File: config.mk
export PLATFORM = sky130hd
export DESIGN_NAME = dmem_arbiter_flat
export DESIGN_NICKNAME = d
export VERILOG_FILES = /design/src/rtl/dmem_arbiter_pkg.sv /design/src/rtl/dmem_arbiter_if.sv /design/src/rtl/dmem_arbiter_rr_pick2.sv /design/src/rtl/dmem_arbiter.sv /design/src/flat_wrapper.sv
export SDC_FILE = /design/constraint.sdc
export NUM_CORES = 1
export LEC_CHECK = 0
export BUFFER_PORTS_ARGS = -buffer_cell sky130_fd_sc_hd__buf_2
export CORE_MARGIN = 2
export CORE_UTILIZATION = 30
export CTS_CLUSTER_DIAMETER = 200
export DETAILED_ROUTE_END_ITERATION = 10
export SLEW_MARGIN = 40
export SYNTH_ARGS = -nofsm -noshare
export SYNTH_HDL_FRONTEND = slang
export SYNTH_SLANG_ARGS = --single-unit
File: constraint.sdc
create_clock -name clk -period 6.2 [get_ports clk]
set_input_delay 1.55 -clock clk [delete_from_list [all_inputs] [get_ports clk]]
set_output_delay 1.55 -clock clk [all_outputs]
set_load 0.05 [all_outputs]
File: src/rtl/dmem_arbiter_pkg.sv
// Shared definitions for the two-requester data-memory arbiter:
// FSM state encoding, requester count and an alignment helper.
package dmem_arb_pkg;

  localparam int NUM_RQ = 2;

  typedef enum logic [1:0] {
    ST_IDLE   = 2'd0,
    ST_ACCESS = 2'd1,
    ST_RESP   = 2'd2
  } state_t;

  function automatic logic is_aligned(input logic [1:0] addr_lsb);
    return (addr_lsb == 2'b00);
  endfunction

endpackage

File: src/rtl/dmem_arbiter_if.sv
// Requester, response and data-memory bundle for dmem_arbiter.
// slave is the arbiter's view; master is the requesters' and memory's view.
interface dmem_arbiter_if #(
  parameter int ADDR_W = 32,
  parameter int DATA_W = 32
);
  import dmem_arb_pkg::*;

  logic [NUM_RQ-1:0]             rq_valid;
  logic [NUM_RQ-1:0]             rq_write;
  logic [NUM_RQ-1:0][ADDR_W-1:0] rq_addr;
  logic [NUM_RQ-1:0][DATA_W-1:0] rq_wdata;
  logic [NUM_RQ-1:0]             rq_ready;
  logic [NUM_RQ-1:0]             rsp_valid;
  logic [DATA_W-1:0]             rsp_rdata;
  logic                          rsp_err;
  logic                          MemRead;
  logic                          MemWrite;
  logic [ADDR_W-1:0]             mem_addr;
  logic [DATA_W-1:0]             mem_wdata;
  logic [DATA_W-1:0]             mem_rdata;

  modport slave (
    input  rq_valid, rq_write, rq_addr, rq_wdata, mem_rdata,
    output rq_ready, rsp_valid, rsp_rdata, rsp_err,
           MemRead, MemWrite, mem_addr, mem_wdata
  );

  modport master (
    output rq_valid, rq_write, rq_addr, rq_wdata, mem_rdata,
    input  rq_ready, rsp_valid, rsp_rdata, rsp_err,
           MemRead, MemWrite, mem_addr, mem_wdata
  );

endinterface

File: src/rtl/dmem_arbiter_rr_pick2.sv
// Two-way round-robin picker: a lone valid requester wins; when both are
// valid, the one that was not granted last time wins.
module rr_pick2 (
  input  logic [1:0] valid,
  input  logic       last,
  output logic [1:0] grant
);

  // one-hot grant selection
  always_comb begin
    grant = 2'b00;
    case (valid)
      2'b01:   grant = 2'b01;
      2'b10:   grant = 2'b10;
      2'b11:   grant = last ? 2'b01 : 2'b10;
      default: grant = 2'b00;
    endcase
  end

endmodule

File: src/rtl/dmem_arbiter.sv
// Two-requester data-memory arbiter: IDLE grants and latches one request,
// ACCESS strobes memory for one cycle, RESP returns a one-cycle completion.
module dmem_arbiter
  import dmem_arb_pkg::*;
#(
  parameter int ADDR_W = 32,
  parameter int DATA_W = 32
) (
  input  logic           clk,
  input  logic           rst_n,
  dmem_arbiter_if.slave  bus
);

  state_t            state_r;
  logic              last_r;
  logic              idx_r;
  logic              wr_r;
  logic              mem_read_r;
  logic              mem_write_r;
  logic [ADDR_W-1:0] mem_addr_r;
  logic [DATA_W-1:0] mem_wdata_r;
  logic [1:0]        rsp_valid_r;
  logic [DATA_W-1:0] rsp_rdata_r;
  logic              rsp_err_r;

  logic [1:0]        pick_s;
  logic [1:0]        grant_s;
  logic              sel_s;

  rr_pick2 u_pick (
    .valid (bus.rq_valid),
    .last  (last_r),
    .grant (pick_s)
  );

  // grants are only offered from IDLE and are suppressed while reset is held
  always_comb begin
    grant_s = 2'b00;
    if (rst_n && (state_r == ST_IDLE)) begin
      grant_s = pick_s;
    end else begin
      grant_s = 2'b00;
    end
    sel_s = grant_s[1];
  end

  assign bus.rq_ready  = grant_s;
  assign bus.rsp_valid = rsp_valid_r;
  assign bus.rsp_rdata = rsp_rdata_r;
  assign bus.rsp_err   = rsp_err_r;
  assign bus.MemRead   = mem_read_r;
  assign bus.MemWrite  = mem_write_r;
  assign bus.mem_addr  = mem_addr_r;
  assign bus.mem_wdata = mem_wdata_r;

  // FSM, request latch, memory strobes and response registers
  always_ff @(posedge clk or negedge rst_n) begin
    if (!rst_n) begin
      state_r     <= ST_IDLE;
      last_r      <= 1'b1;
      idx_r       <= 1'b0;
      wr_r        <= 1'b0;
      mem_read_r  <= 1'b0;
      mem_write_r <= 1'b0;
      mem_addr_r  <= {ADDR_W{1'b0}};
      mem_wdata_r <= {DATA_W{1'b0}};
      rsp_valid_r <= 2'b00;
      rsp_rdata_r <= {DATA_W{1'b0}};
      rsp_err_r   <= 1'b0;
    end else begin
      case (state_r)
        ST_IDLE: begin
          rsp_valid_r <= 2'b00;
          if (grant_s != 2'b00) begin
            last_r      <= sel_s;
            idx_r       <= sel_s;
            wr_r        <= bus.rq_write[sel_s];
            mem_addr_r  <= bus.rq_addr[sel_s];
            mem_wdata_r <= bus.rq_wdata[sel_s];
            if (is_aligned(bus.rq_addr[sel_s][1:0])) begin
              state_r     <= ST_ACCESS;
              mem_read_r  <= ~bus.rq_write[sel_s];
              mem_write_r <= bus.rq_write[sel_s];
            end else begin
              // misaligned: skip memory, report error right away
              state_r     <= ST_RESP;
              rsp_valid_r <= grant_s;
              rsp_rdata_r <= {DATA_W{1'b0}};
              rsp_err_r   <= 1'b1;
            end
          end else begin
            state_r <= ST_IDLE;
          end
        end
        ST_ACCESS: begin
          mem_read_r  <= 1'b0;
          mem_write_r <= 1'b0;
          rsp_rdata_r <= wr_r ? {DATA_W{1'b0}} : bus.mem_rdata;
          rsp_err_r   <= 1'b0;
          rsp_valid_r <= idx_r ? 2'b10 : 2'b01;
          state_r     <= ST_RESP;
        end
        ST_RESP: begin
          rsp_valid_r <= 2'b00;
          rsp_rdata_r <= {DATA_W{1'b0}};
          rsp_err_r   <= 1'b0;
          state_r     <= ST_IDLE;
        end
        default: begin
          mem_read_r  <= 1'b0;
          mem_write_r <= 1'b0;
          rsp_valid_r <= 2'b00;
          state_r     <= ST_IDLE;
        end
      endcase
    end
  end

endmodule

File: src/flat_wrapper.sv
// flat-port wrapper written by rule: the top's interface ports become plain ports
module dmem_arbiter_flat import dmem_arb_pkg::*;
#(
  parameter int ADDR_W = 32,
  parameter int DATA_W = 32
)
  (clk, rst_n, bus_rq_valid, bus_rq_write, bus_rq_addr, bus_rq_wdata, bus_mem_rdata, bus_rq_ready, bus_rsp_valid, bus_rsp_rdata, bus_rsp_err, bus_MemRead, bus_MemWrite, bus_mem_addr, bus_mem_wdata);
  dmem_arbiter_if #(.ADDR_W(ADDR_W), .DATA_W(DATA_W)) bus_i ();
  input  logic clk;
  input  logic rst_n;
  input wire logic [$bits(bus_i.rq_valid)-1:0] bus_rq_valid;
  input wire logic [$bits(bus_i.rq_write)-1:0] bus_rq_write;
  input wire logic [$bits(bus_i.rq_addr)-1:0] bus_rq_addr;
  input wire logic [$bits(bus_i.rq_wdata)-1:0] bus_rq_wdata;
  input wire logic [$bits(bus_i.mem_rdata)-1:0] bus_mem_rdata;
  output wire logic [$bits(bus_i.rq_ready)-1:0] bus_rq_ready;
  output wire logic [$bits(bus_i.rsp_valid)-1:0] bus_rsp_valid;
  output wire logic [$bits(bus_i.rsp_rdata)-1:0] bus_rsp_rdata;
  output wire logic [$bits(bus_i.rsp_err)-1:0] bus_rsp_err;
  output wire logic [$bits(bus_i.MemRead)-1:0] bus_MemRead;
  output wire logic [$bits(bus_i.MemWrite)-1:0] bus_MemWrite;
  output wire logic [$bits(bus_i.mem_addr)-1:0] bus_mem_addr;
  output wire logic [$bits(bus_i.mem_wdata)-1:0] bus_mem_wdata;
  assign bus_i.rq_valid = bus_rq_valid;
  assign bus_i.rq_write = bus_rq_write;
  assign bus_i.rq_addr = bus_rq_addr;
  assign bus_i.rq_wdata = bus_rq_wdata;
  assign bus_i.mem_rdata = bus_mem_rdata;
  assign bus_rq_ready = bus_i.rq_ready;
  assign bus_rsp_valid = bus_i.rsp_valid;
  assign bus_rsp_rdata = bus_i.rsp_rdata;
  assign bus_rsp_err = bus_i.rsp_err;
  assign bus_MemRead = bus_i.MemRead;
  assign bus_MemWrite = bus_i.MemWrite;
  assign bus_mem_addr = bus_i.mem_addr;
  assign bus_mem_wdata = bus_i.mem_wdata;
  dmem_arbiter #(.ADDR_W(ADDR_W), .DATA_W(DATA_W)) u_core (.clk(clk), .rst_n(rst_n), .bus(bus_i));
endmodule
==> results of run 1 <==
cell families (layout without fill, tap and decap cells):
family / Yosys count / in the layout / synth area share
and+or+nand+nor: 113 / 113 / 0.0907
DFF: 106 / 106 / 0.540
buffers and inverters: 68 / 330 / 0.0660
other: 0 / 1 / 0
adders and majority gates: 4 / 4 / 0.0102
muxes: 98 / 98 / 0.200
AOI/OAI and AO/OA: 80 / 80 / 0.0930
cell type report:
type                    instances  area share
diodes                          1    0.000372
repair buffers                275       0.208
flip-flops and latches        106       0.395
well taps                     216      0.0402
multi-input cells             295       0.289
inverters                      39      0.0218
clock buffers                  12      0.0382
clock inverters                 4     0.00745
sequential cells by signal, summed over array words and instances, names as in the netlist:
| signal | flops |
|---|---|
| u_core.bus.mem_addr | 32 |
| u_core.bus.mem_wdata | 32 |
| u_core.bus.rsp_rdata | 32 |
| u_core.bus.rsp_valid | 2 |
| u_core.state_r | 2 |
| u_core.bus.MemRead | 1 |
| u_core.bus.MemWrite | 1 |
| u_core.bus.rsp_err | 1 |
| u_core.idx_r | 1 |
| u_core.last_r | 1 |
| u_core.wr_r | 1 |
path summary, 6_finish.rpt:
check,startpoint,end,slack (ns),cells past startpoint
worst max-delay path,rst_n,bus_rq_ready[1],1.97,5
worst min-delay path,u_core.idx_r,u_core.bus.rsp_valid[0],0.44,1
worst max register to register,u_core.state_r[0],u_core.bus.MemWrite,3.44,7
worst min register to register,u_core.idx_r,u_core.bus.rsp_valid[0],0.44,1
max in group asynchronous,rst_n,u_core.bus.mem_wdata[21],3.62,3
min in group asynchronous,rst_n,u_core.bus.rsp_rdata[23],1.03,1
power by group:
part	total [W]	internal, W	switching [W]
Combinational	0.00130	0.000326	0.000977
Sequential	0.000975	0.000879	0.0000961
Clock	0.000586	0.000335	0.000251
Total	0.00286	0.00154	0.00132
layer usage:
layer | vias to the layer above | GRT usage
met5 | - | 0
met4 | 0 | 0.0525
met3 | 17 | 0.0408
met2 | 149 | 0.241
met1 | 1788 | 0.191
li1 | 2075 | -
cells in the final DEF, fill, tap and decap left out:
master	Yosys	routed
sky130_fd_sc_hd__buf_2	3	267
sky130_fd_sc_hd__dfrtp_1	105	105
sky130_fd_sc_hd__nand2_1	102	101
sky130_fd_sc_hd__mux2i_1	97	97
sky130_fd_sc_hd__o21ai_1	69	69
sky130_fd_sc_hd__inv_1	37	37
sky130_fd_sc_hd__clkbuf_16	0	9
sky130_fd_sc_hd__buf_4	4	8
sky130_fd_sc_hd__nand3_1	4	4
sky130_fd_sc_hd__ha_1	4	4
sky130_fd_sc_hd__inv_2	2	2
sky130_fd_sc_hd__a21oi_1	2	2
sky130_fd_sc_hd__nor2_1	3	2
sky130_fd_sc_hd__o211ai_4	2	2
sky130_fd_sc_hd__a21o_1	2	2
sky130_fd_sc_hd__clkinvlp_4	0	2
sky130_fd_sc_hd__clkbuf_8	0	2
sky130_fd_sc_hd__diode_2	0	1
sky130_fd_sc_hd__and3_4	1	1
sky130_fd_sc_hd__nand2_4	0	1
sky130_fd_sc_hd__a2111o_1	1	1
sky130_fd_sc_hd__nand3b_1	1	1
sky130_fd_sc_hd__a211o_1	1	1
sky130_fd_sc_hd__nor2_2	0	1
sky130_fd_sc_hd__nand4_1	1	1
sky130_fd_sc_hd__o211ai_1	1	1
sky130_fd_sc_hd__a31oi_1	1	1
sky130_fd_sc_hd__mux2_1	1	1
sky130_fd_sc_hd__and2_1	1	1
sky130_fd_sc_hd__a41o_1	1	1
sky130_fd_sc_hd__clkbuf_1	16	1
sky130_fd_sc_hd__bufinv_16	0	1
sky130_fd_sc_hd__clkinv_2	0	1
sky130_fd_sc_hd__dfstp_2	1	1
metrics by stage:
step	total power, W	setup slack [ns]
2_1_floorplan	0.00198	2.19
3_3_place_gp	0.00230	1.94
4_1_cts	0.00291	1.93
5_1_grt	0.00303	1.85
6_report	0.00286	1.97
3_5_place_dp	0.00231	1.92
==> summary.txt, run 1 <==
Timing
  – Pins over their slew limit: 0
  – Worst Max-Slew Pin Slew: 0.762 ns
  – Setup-failing EPs final: 0
  – Highest Clock Rate: 0.236 GHz
  – Worst clock skew: 0.00512 ns
  – Sum Neg Setup Slack: 0 ns
  – Max-slew headroom: 0.492
  – Final count of hold timing violations: 0
  – Worst hold slack: 0.445 ns
  – Share of the clock period used by the worst path after layout: 0.683
  – Clock period minus final worst setup slack: 4.23 ns
  – Setup repair after global routing missed its margin: no

Routing
  – Residual DRC: 0
  – Number of DRC markers after the initial detailed-route iteration: 122
  – First-pass detailed-route iteration total: 4
  – Total number of vias: 4029
  – Met3 layer wire length in the routed design: 812 um
  – Antenna Nets Post-Route: 0
  – Total wire length: 12.7 mm
  – Highest routing layer actually used: met4
  – Via/cell ratio: 4.25
  – Metal1 wirelength: 5.63 mm
  – Average wire per standard cell: 13.4 um
  – Met2 wire length: 6.01 mm

Global routing
  – Initial antenna violation count: 1
  – Global route total overflow: 0
  – Global-route usage over all layers: 0.149
  – Wire length of the first global-routing pass: 20.7 mm
  – Maximum number of pins on one net before global-route repair: 87
  – Vias in the first global route: 4080

Die
  – I/O Pins: 269
  – Floorplan die height: 132 um
  – Starting density of the core: 0.308
  – Row Count: 46
  – Overall die width: 132 um
  – Area of the core: 0.0159 mm^2
  – Die Footprint: 0.0174 mm^2

Critical path
  – CP Launch Type: input pin
  – Number of buffers and inverters on the critical path: 3
  – Worst endpoint required time: 4.65 ns
  – Library cell contributing the largest single delay on the critical path: sky130_fd_sc_hd__nand2_4
  – Delay-heaviest family, CP: simple AND/OR/NAND/NOR gates
  – Capturing element type of the critical path: output pin
  – Cell chain of the critical path: buf_4 > and3_4 > nand2_4 > inv_2 > buf_2
  – Critical path data arrival time: 2.68 ns
  – Maximum fanout count along the critical path: 34
  – Type of the worst setup path: input pin to output pin
  – Largest stage delay, worst path: 0.32 ns

Power
  – Worst-case vdd ir drop: 0.174 mV
  – Cell area power density: 426 mW/mm^2
  – Standby leakage power: 3.85 nW

Synthesis
  – Leading cell types by count after synthesis: 105 x sky130_fd_sc_hd__dfrtp_1, 102 x sky130_fd_sc_hd__nand2_1, 97 x sky130_fd_sc_hd__mux2i_1
  – Largest area contributor in the synthesized netlist: sky130_fd_sc_hd__dfrtp_1
  – Top area cells in the synthesized netlist: sky130_fd_sc_hd__dfrtp_1 53%, sky130_fd_sc_hd__mux2i_1 20%, sky130_fd_sc_hd__nand2_1 7.8%
  – Top flip-flop cell by instance count after synthesis: sky130_fd_sc_hd__dfrtp_1
  – Number of enable flip-flop cells after synthesis: 0
  – Post-synthesis sequential area ratio: 0.540
  – Post-synthesis net count: 639
  – Count of yosys warnings during synthesis: 0
  – Netlist cell types: 29
  – Count of mapped cells out of synthesis: 469
  – Register bit total from synthesis: 106
  – Combined area of all synthesized cells: 0.00491 mm^2
  – Share of Yosys cell area claimed by the top area cell type: 0.535
  – Share of flip-flops with an asynchronous set or reset after synthesis: 1.00
  – Synth Area per Inst: 10.5 um^2
  – Most frequent cell after synthesis: sky130_fd_sc_hd__dfrtp_1

Cells and area
  – Filler Cell Count: 1592
  – Non-filler cells, final: 948
  – Design Area, Final: 0.00672 mm^2
  – P&R area growth vs syn: 36.8%
  – Final core occ: 0.422
  – Total area of multi-input combinational cells: 0.00194 mm^2
  – Number of nets at the end of the flow: 896
  – Share of layout cells above drive strength 1: 0.408
  – Area used by sequential logic in the layout: 0.00265 mm^2

CTS
  – Largest buffer count on any clock path: 2
  – Sinks on Clock Net: 106
  – Clk_lat worst skew: 0.35 ns
  – CTS tree: done
  – Clock root buffer: sky130_fd_sc_hd__clkbuf_16
  – Clk slew on worst S/H paths: 0.07 ns
  – Number of buffers created by CTS: 9
  – Post-CTS Repair Setup Buffers: 0
  – Level count of the clock H-tree: 3
  – Post-cts resize count: 0
  – # hold bufs at CTS: 0

Hold path
  – Tightest Hold Check Type: flip-flop to flip-flop

Outcome
  – Result of the run: complete, no violations

Placed design
  – PortBufs: 268
  – Count of placed standard cells including taps: 931
  – Detail Placement HPWL: 9.63 mm
  – Placer congestion estimate: 0.775
  – Instance area after placement: 0.00641 mm^2

Job
  – Number of max-cap violations: 0
(Power assumes the default switching activity.)
==> inputs of run 2 (changes only) <==
clock period = 4.1 ns   (was 6.2 ns; I/O delays follow)
==> run 2 against run 1 <==
Against the previous run: first-iteration DRC count rose by 68%; hold slack got worse by 0.0010 ns; non-clock buffer count stayed put; global-route usage increased by 0.68 points; combinational power rose by 52%; setup slack got worse by 0.85 ns; critical path type is now flip-flop to output pin.
==> summary.txt, run 2 (synthesis gave the netlist of run 1 again) <==
CTS
  – Clock root buffer: sky130_fd_sc_hd__clkbuf_16
  – # hold bufs at CTS: 0 (unchanged)
  – Sinks on Clock Net: 106 (unchanged)
  – Largest buffer count on any clock path: 2 (unchanged)
  – CTS tree: done
  – Clk slew on worst S/H paths: 0.07 ns (about the same)
  – Level count of the clock H-tree: 3 (unchanged)
  – Post-CTS Repair Setup Buffers: 0 (unchanged)
  – Number of buffers created by CTS: 9 (unchanged)
  – Clk_lat worst skew: 0.35 ns (about the same)
  – Post-cts resize count: 0 (unchanged)

Cells and area
  – P&R area growth vs syn: 36.6%
  – Share of layout cells above drive strength 1: 0.408 (unchanged)
  – Filler Cell Count: 1629 (+2.3%)
  – Final core occ: 0.421 (-0.000627)
  – Most common library cell in the layout ignoring fill and taps: sky130_fd_sc_hd__buf_2
  – Antenna diode count: 0 (-1)
  – Most frequent cells in the layout: 267 x sky130_fd_sc_hd__buf_2, 105 x sky130_fd_sc_hd__dfrtp_1, 101 x sky130_fd_sc_hd__nand2_1
  – Number of nets at the end of the flow: 896 (unchanged)

Routing
  – Average wire per standard cell: 14.0 um (+4.8%)
  – Number of DRC markers after the initial detailed-route iteration: 205 (+68%)
  – Via/cell ratio: 4.34 (+2.1%)
  – Residual DRC: 0 (unchanged)
  – First-pass detailed-route iteration total: 4 (unchanged)
  – Total number of vias: 4108 (+2.0%)
  – Total wire length: 13.3 mm (+4.7%)
  – Antenna Nets Post-Route: 0 (unchanged)

Timing
  – Setup-failing EPs final: 0 (unchanged)
  – Max-slew headroom: 0.439 (-0.0529)
  – Clock period minus final worst setup slack: 2.98 ns
  – Highest Clock Rate: 0.335 GHz
  – Worst Max-Slew Pin Slew: 0.841 ns (+0.0794 ns)
  – Worst hold slack: 0.444 ns (-0.00105 ns)
  – Final count of hold timing violations: 0 (unchanged)
  – Share of the clock period used by the worst path after layout: 0.728
  – Worst clock skew: 0.00787 ns (+0.00275 ns)
  – Pins over their slew limit: 0 (unchanged)
  – Setup repair after global routing missed its margin: no
  – Sum Neg Setup Slack: 0 ns (unchanged)

Placed design
  – PortBufs: 268 (unchanged)
  – Detail Placement HPWL: 9.77 mm (+1.4%)
  – Placer congestion estimate: 0.756 (-2.4%)

Power
  – Portion of total power attributed to the clock network: 0.199 (-0.006)
  – Standby leakage power: 3.85 nW (about the same)
  – Part of the total power dissipated in combinational logic: 0.458 (+0.003)
  – Cell area power density: 642 mW/mm^2 (+51%)
  – Power spent charging and discharging nets: 0.00202 W (+53%)
  – Worst-case vdd ir drop: 0.283 mV (+62%)
  – Part of the power in registers: 0.343 (+0.002)
  – Internal power contribution: 0.00229 W (+49%)
  – Switching power as a share of total power: 0.469 (+0.00650)

Die
  – Area of the core: 0.0159 mm^2 (unchanged)
  – Die Footprint: 0.0174 mm^2 (unchanged)
  – Floorplan die height: 132 um (unchanged)
  – Starting density of the core: 0.308 (unchanged)
  – I/O Pins: 269 (unchanged)
  – Row Count: 46 (unchanged)
  – Overall die width: 132 um (unchanged)

Critical path
  – CP Launch Type: flip-flop
  – Maximum fanout count along the critical path: 8 (-76%)
  – Origin of the worst setup path: u_core.state_r[0]
  – R2R Path Start: u_core.state_r[0]
  – Type of the worst setup path: flip-flop to output pin
  – Worst endpoint required time: 3.07 ns (-1.58 ns)
  – Capturing element type of the critical path: output pin
  – Critical path data arrival time: 1.96 ns (-0.72 ns)

Global routing
  – Wire length of the first global-routing pass: 21.7 mm (+4.9%)
  – Global route total overflow: 0 (unchanged)
  – Global-route usage over all layers: 0.156 (+0.00678)
  – Vias in the first global route: 4265 (+4.5%)
  – Initial antenna violation count: 0 (-1)
  – Maximum number of pins on one net before global-route repair: 69 (-21%)

Job
  – Number of max-cap violations: 0 (unchanged)

Hold path
  – Tightest Hold Check Type: flip-flop to flip-flop
  – Hold_sp: u_core.idx_r

Outcome
  – Result of the run: complete, no violations
[run 2: cell types whose count changed in the layout (fill, tap and decap cells not counted)]
cell and change:
sky130_fd_sc_hd__clkbuf_8 +1, sky130_fd_sc_hd__buf_4 -2, sky130_fd_sc_hd__diode_2 -1, sky130_fd_sc_hd__bufinv_16 -1
sky130_fd_sc_hd__clkinvlp_4 -1, sky130_fd_sc_hd__buf_6 +2, sky130_fd_sc_hd__inv_6 +1
[run 2: cell type report]
type	instances	area, um^2	area share
clock buffer	13	270	0.0403
inverter	39	146	0.0218
multi-input combinational	295	1940	0.290
timing repair buffer	275	1400	0.209
sequential	106	2650	0.395
clock inverter	3	21.3	0.00317
tap	216	270	0.0403
[run 2: per-stage QoR]
step                      std cells  power, W  cell area [um^2]  setup WS (ns)
after global routing            947   0.00457              6710          0.946
after global placement          931   0.00348              6410           1.15
after floorplan                 469   0.00299              4910           1.14
final                           947   0.00431              6710           1.12
after CTS                       947   0.00438              6710           1.06
after detailed placement        931   0.00350              6410           1.21
[run 2: critical path: stages, from the launching register on]
cell and delay (ns):
sky130_fd_sc_hd__dfrtp_1 0.40, sky130_fd_sc_hd__inv_1 0.09, sky130_fd_sc_hd__ha_1 0.41, sky130_fd_sc_hd__nand3_1 0.15
sky130_fd_sc_hd__a21oi_1 0.23, sky130_fd_sc_hd__buf_2 0.32
[run 2: worst paths after layout]
kind	end	slack, ns	cells past startpoint
max	bus_rq_ready[0]	1.12	5
min	u_core.bus.rsp_valid[0]	0.44	1
max reg2reg	u_core.bus.rsp_rdata[21]	1.57	7
min reg2reg	u_core.bus.rsp_valid[0]	0.44	1
max in group asynchronous	u_core.bus.mem_wdata[29]	2.26	3
min in group asynchronous	u_core.state_r[1]	0.83	2
[run 2: per-layer routing]
| layer | vias to the layer above | wire length [um] | GRT usage |
|---|---|---|---|
| met5 | - | 0 | 0 |
| met4 | 0 | 252 | 0.0616 |
| met3 | 19 | 913 | 0.0423 |
| met2 | 155 | 6300 | 0.257 |
| met1 | 1865 | 5820 | 0.193 |
| li1 | 2069 | - | - |
[run 2: power by group through the flow]
stage | clock [W] | combinational (W) | sequential, W
after detailed placement | 0 | 0.00201 | 0.00149
final | 0.000859 | 0.00197 | 0.00148
after global routing | 0.000938 | 0.00211 | 0.00152
after floorplan | 0 | 0.000560 | 0.00243
after global placement | 0 | 0.00199 | 0.00149
after CTS | 0.000897 | 0.00200 | 0.00148
==> inputs of run 3 (changes only) <==
clock period = 2.4 ns   (was 4.1 ns; I/O delays follow)
==> run 3 against run 2 <==
Against the previous run: hold slack worse by 0.18 ns; combinational power rose by 73%; critical path depth grew 1; total power is 73% higher; first-iteration DRC count down 39%; design area is 0.73% higher.
==> summary.txt, run 3 (synthesis gave the netlist of run 1 again) <==
CTS
  – Clk slew on worst S/H paths: 0.07 ns (about the same)
  – Sinks on Clock Net: 106 (unchanged)
  – Clk_lat worst skew: 0.35 ns (about the same)
  – Number of buffers created by CTS: 9 (unchanged)
  – Level count of the clock H-tree: 3 (unchanged)
  – CTS tree: done
  – Clock root buffer: sky130_fd_sc_hd__clkbuf_16
  – Largest buffer count on any clock path: 2 (unchanged)

Cells and area
  – Most common library cell in the layout ignoring fill and taps: sky130_fd_sc_hd__buf_2
  – Share of layout cells above drive strength 1: 0.410 (+0.00218)
  – Design Area, Final: 0.00676 mm^2 (+0.73%)
  – Most frequent cells in the layout: 265 x sky130_fd_sc_hd__buf_2, 105 x sky130_fd_sc_hd__dfrtp_1, 101 x sky130_fd_sc_hd__nand2_1
  – Antenna diode count: 0 (unchanged)
  – Filler Cell Count: 1612 (-1.0%)
  – P&R area growth vs syn: 37.6%
  – Final core occ: 0.424 (+0.00306)
  – Total area of multi-input combinational cells: 0.00196 mm^2 (+0.64%)
  – Area used by sequential logic in the layout: 0.00265 mm^2 (unchanged)
  – Number of nets at the end of the flow: 897 (+0.11%)

Timing
  – Worst clock skew: 0.00744 ns (-0.000433 ns)
  – Highest Clock Rate: 0.437 GHz
  – Clock period minus final worst setup slack: 2.29 ns
  – Max-slew headroom: 0.563 (+0.123)
  – Worst Max-Slew Pin Slew: 0.656 ns (-0.185 ns)
  – Pins over their slew limit: 0 (unchanged)
  – Sum Neg Setup Slack: 0 ns (unchanged)
  – Setup-failing EPs final: 0 (unchanged)
  – Setup repair after global routing missed its margin: no
  – Worst Slack Setup Final: 0.109 ns (-1.01 ns)
  – Final count of hold timing violations: 0 (unchanged)
  – Share of the clock period used by the worst path after layout: 0.955

Global routing
  – Global-route usage over all layers: 0.153 (-0.00282)
  – Wire length of the first global-routing pass: 21.4 mm (-1.5%)
  – Maximum number of pins on one net before global-route repair: 99 (+43%)
  – Initial antenna violation count: 0 (unchanged)
  – Global route total overflow: 0 (unchanged)
  – Vias in the first global route: 4139 (-3.0%)

Placed design
  – Placer congestion estimate: 0.738 (-2.4%)
  – PortBufs: 268 (unchanged)
  – Worst slack at placement: 0.234 ns (-0.978 ns)
  – Detail Placement HPWL: 9.73 mm (-0.38%)
  – Instance area after placement: 0.00645 mm^2 (+0.51%)

Routing
  – Average wire per standard cell: 13.8 um (-1.5%)
  – Residual DRC: 0 (unchanged)
  – Antenna Nets Post-Route: 0 (unchanged)
  – Total number of vias: 4070 (-0.93%)
  – Number of DRC markers after the initial detailed-route iteration: 125 (-39%)
  – Total wire length: 13.1 mm (-1.4%)
  – First-pass detailed-route iteration total: 4 (unchanged)
  – Via/cell ratio: 4.29 (-1.0%)

Critical path
  – CP Launch Type: flip-flop
  – Critical path data arrival time: 1.69 ns (-0.27 ns)
  – Capturing element type of the critical path: output pin
  – FF-to-FF path depth: 7 (unchanged)
  – CP Depth: 6 (+1)
  – Cell chain of the critical path: inv_1 > ha_4 > and3_4 > nand2_4 > inv_2 > clkbuf_4
  – Number of buffers and inverters on the critical path: 3 (+1)
  – Maximum fanout count along the critical path: 8 (unchanged)
  – Type of the worst setup path: flip-flop to output pin
  – Delay-heaviest family, CP: flip-flops
  – Library cell contributing the largest single delay on the critical path: sky130_fd_sc_hd__dfrtp_1
  – Largest stage delay, worst path: 0.40 ns (about the same)
  – Worst endpoint required time: 1.80 ns (-1.27 ns)

Power
  – Final Power: 0.00743 W (+73%)
  – Worst-case vdd ir drop: 0.433 mV (+53%)
  – Standby leakage power: 3.86 nW (+0.38%)
  – Cell area power density: 1100 mW/mm^2 (+71%)

Die
  – Starting density of the core: 0.308 (unchanged)
  – Area of the core: 0.0159 mm^2 (unchanged)
  – Die Footprint: 0.0174 mm^2 (unchanged)
  – Floorplan die height: 132 um (unchanged)
  – Overall die width: 132 um (unchanged)
  – I/O Pins: 269 (unchanged)
  – Row Count: 46 (unchanged)

Job
  – Number of max-cap violations: 0 (unchanged)

Hold path
  – Tightest Hold Check Type: input pin to async pin

Outcome
  – Result of the run: complete, no violations
## run 3: changes by cell type in the layout (fill, tap and decap cells not counted)
cell / delta
sky130_fd_sc_hd__clkbuf_8: -3
sky130_fd_sc_hd__buf_12: +2
sky130_fd_sc_hd__buf_2: -2
sky130_fd_sc_hd__clkbuf_4: +2
sky130_fd_sc_hd__buf_6: -1
sky130_fd_sc_hd__bufinv_16: +1
sky130_fd_sc_hd__clkinv_2: +1
sky130_fd_sc_hd__ha_1: -1
sky130_fd_sc_hd__ha_4: +1
sky130_fd_sc_hd__inv_6: +1
## run 3: routing by layer
metal  global-route usage  share of wire  up-vias
li1                     -              -     2075
met1                0.194           0.44     1829
met2                0.252           0.48      150
met3               0.0392          0.065       16
met4               0.0550          0.016        0
met5                    0              0        -
## run 3: layout make-up
| type | count | share of cell area |
|---|---|---|
| clock buffers | 10 | 0.0339 |
| multi-input cells | 295 | 0.290 |
| clock inverters | 6 | 0.00963 |
| flip-flops and latches | 106 | 0.393 |
| repair buffers | 276 | 0.213 |
| inverters | 39 | 0.0217 |
| well taps | 216 | 0.0400 |
## run 3: timing repair
item	CTS	global route
resized for setup	2	2
setup buffers	0	0
hold buffers	0	0
endpoints found under the setup margin	2	2
## run 3: per-stage QoR
step                      hold slack [ns]  std cells
after floorplan                     0.304        469
final                               0.267        948
after global routing                0.280        948
after CTS                           0.264        948
after detailed placement            0.434        932
after global placement              0.450        932
## run 3: power breakdown
part	switching [W]	leakage (nW)	total (W)	internal [W]
Clock	0.000692	0.143	0.00151	0.000815
Sequential	0.000255	1.36	0.00252	0.00227
Combinational	0.00253	2.36	0.00340	0.000873
Total	0.00347	3.86	0.00743	0.00396
## run 3: path summary, 6_finish.rpt
path	start	end	slack [ns]
hold reg to reg	u_core.idx_r	u_core.bus.rsp_valid[0]	0.46
hold / removal	rst_n	u_core.idx_r	0.27
max in group asynchronous	rst_n	u_core.bus.rsp_rdata[27]	0.99
setup / recovery	u_core.state_r[0]	bus_rq_ready[1]	0.11
setup reg to reg	u_core.state_r[0]	u_core.bus.MemWrite	0.37
min in group clk	u_core.idx_r	u_core.bus.rsp_valid[0]	0.46
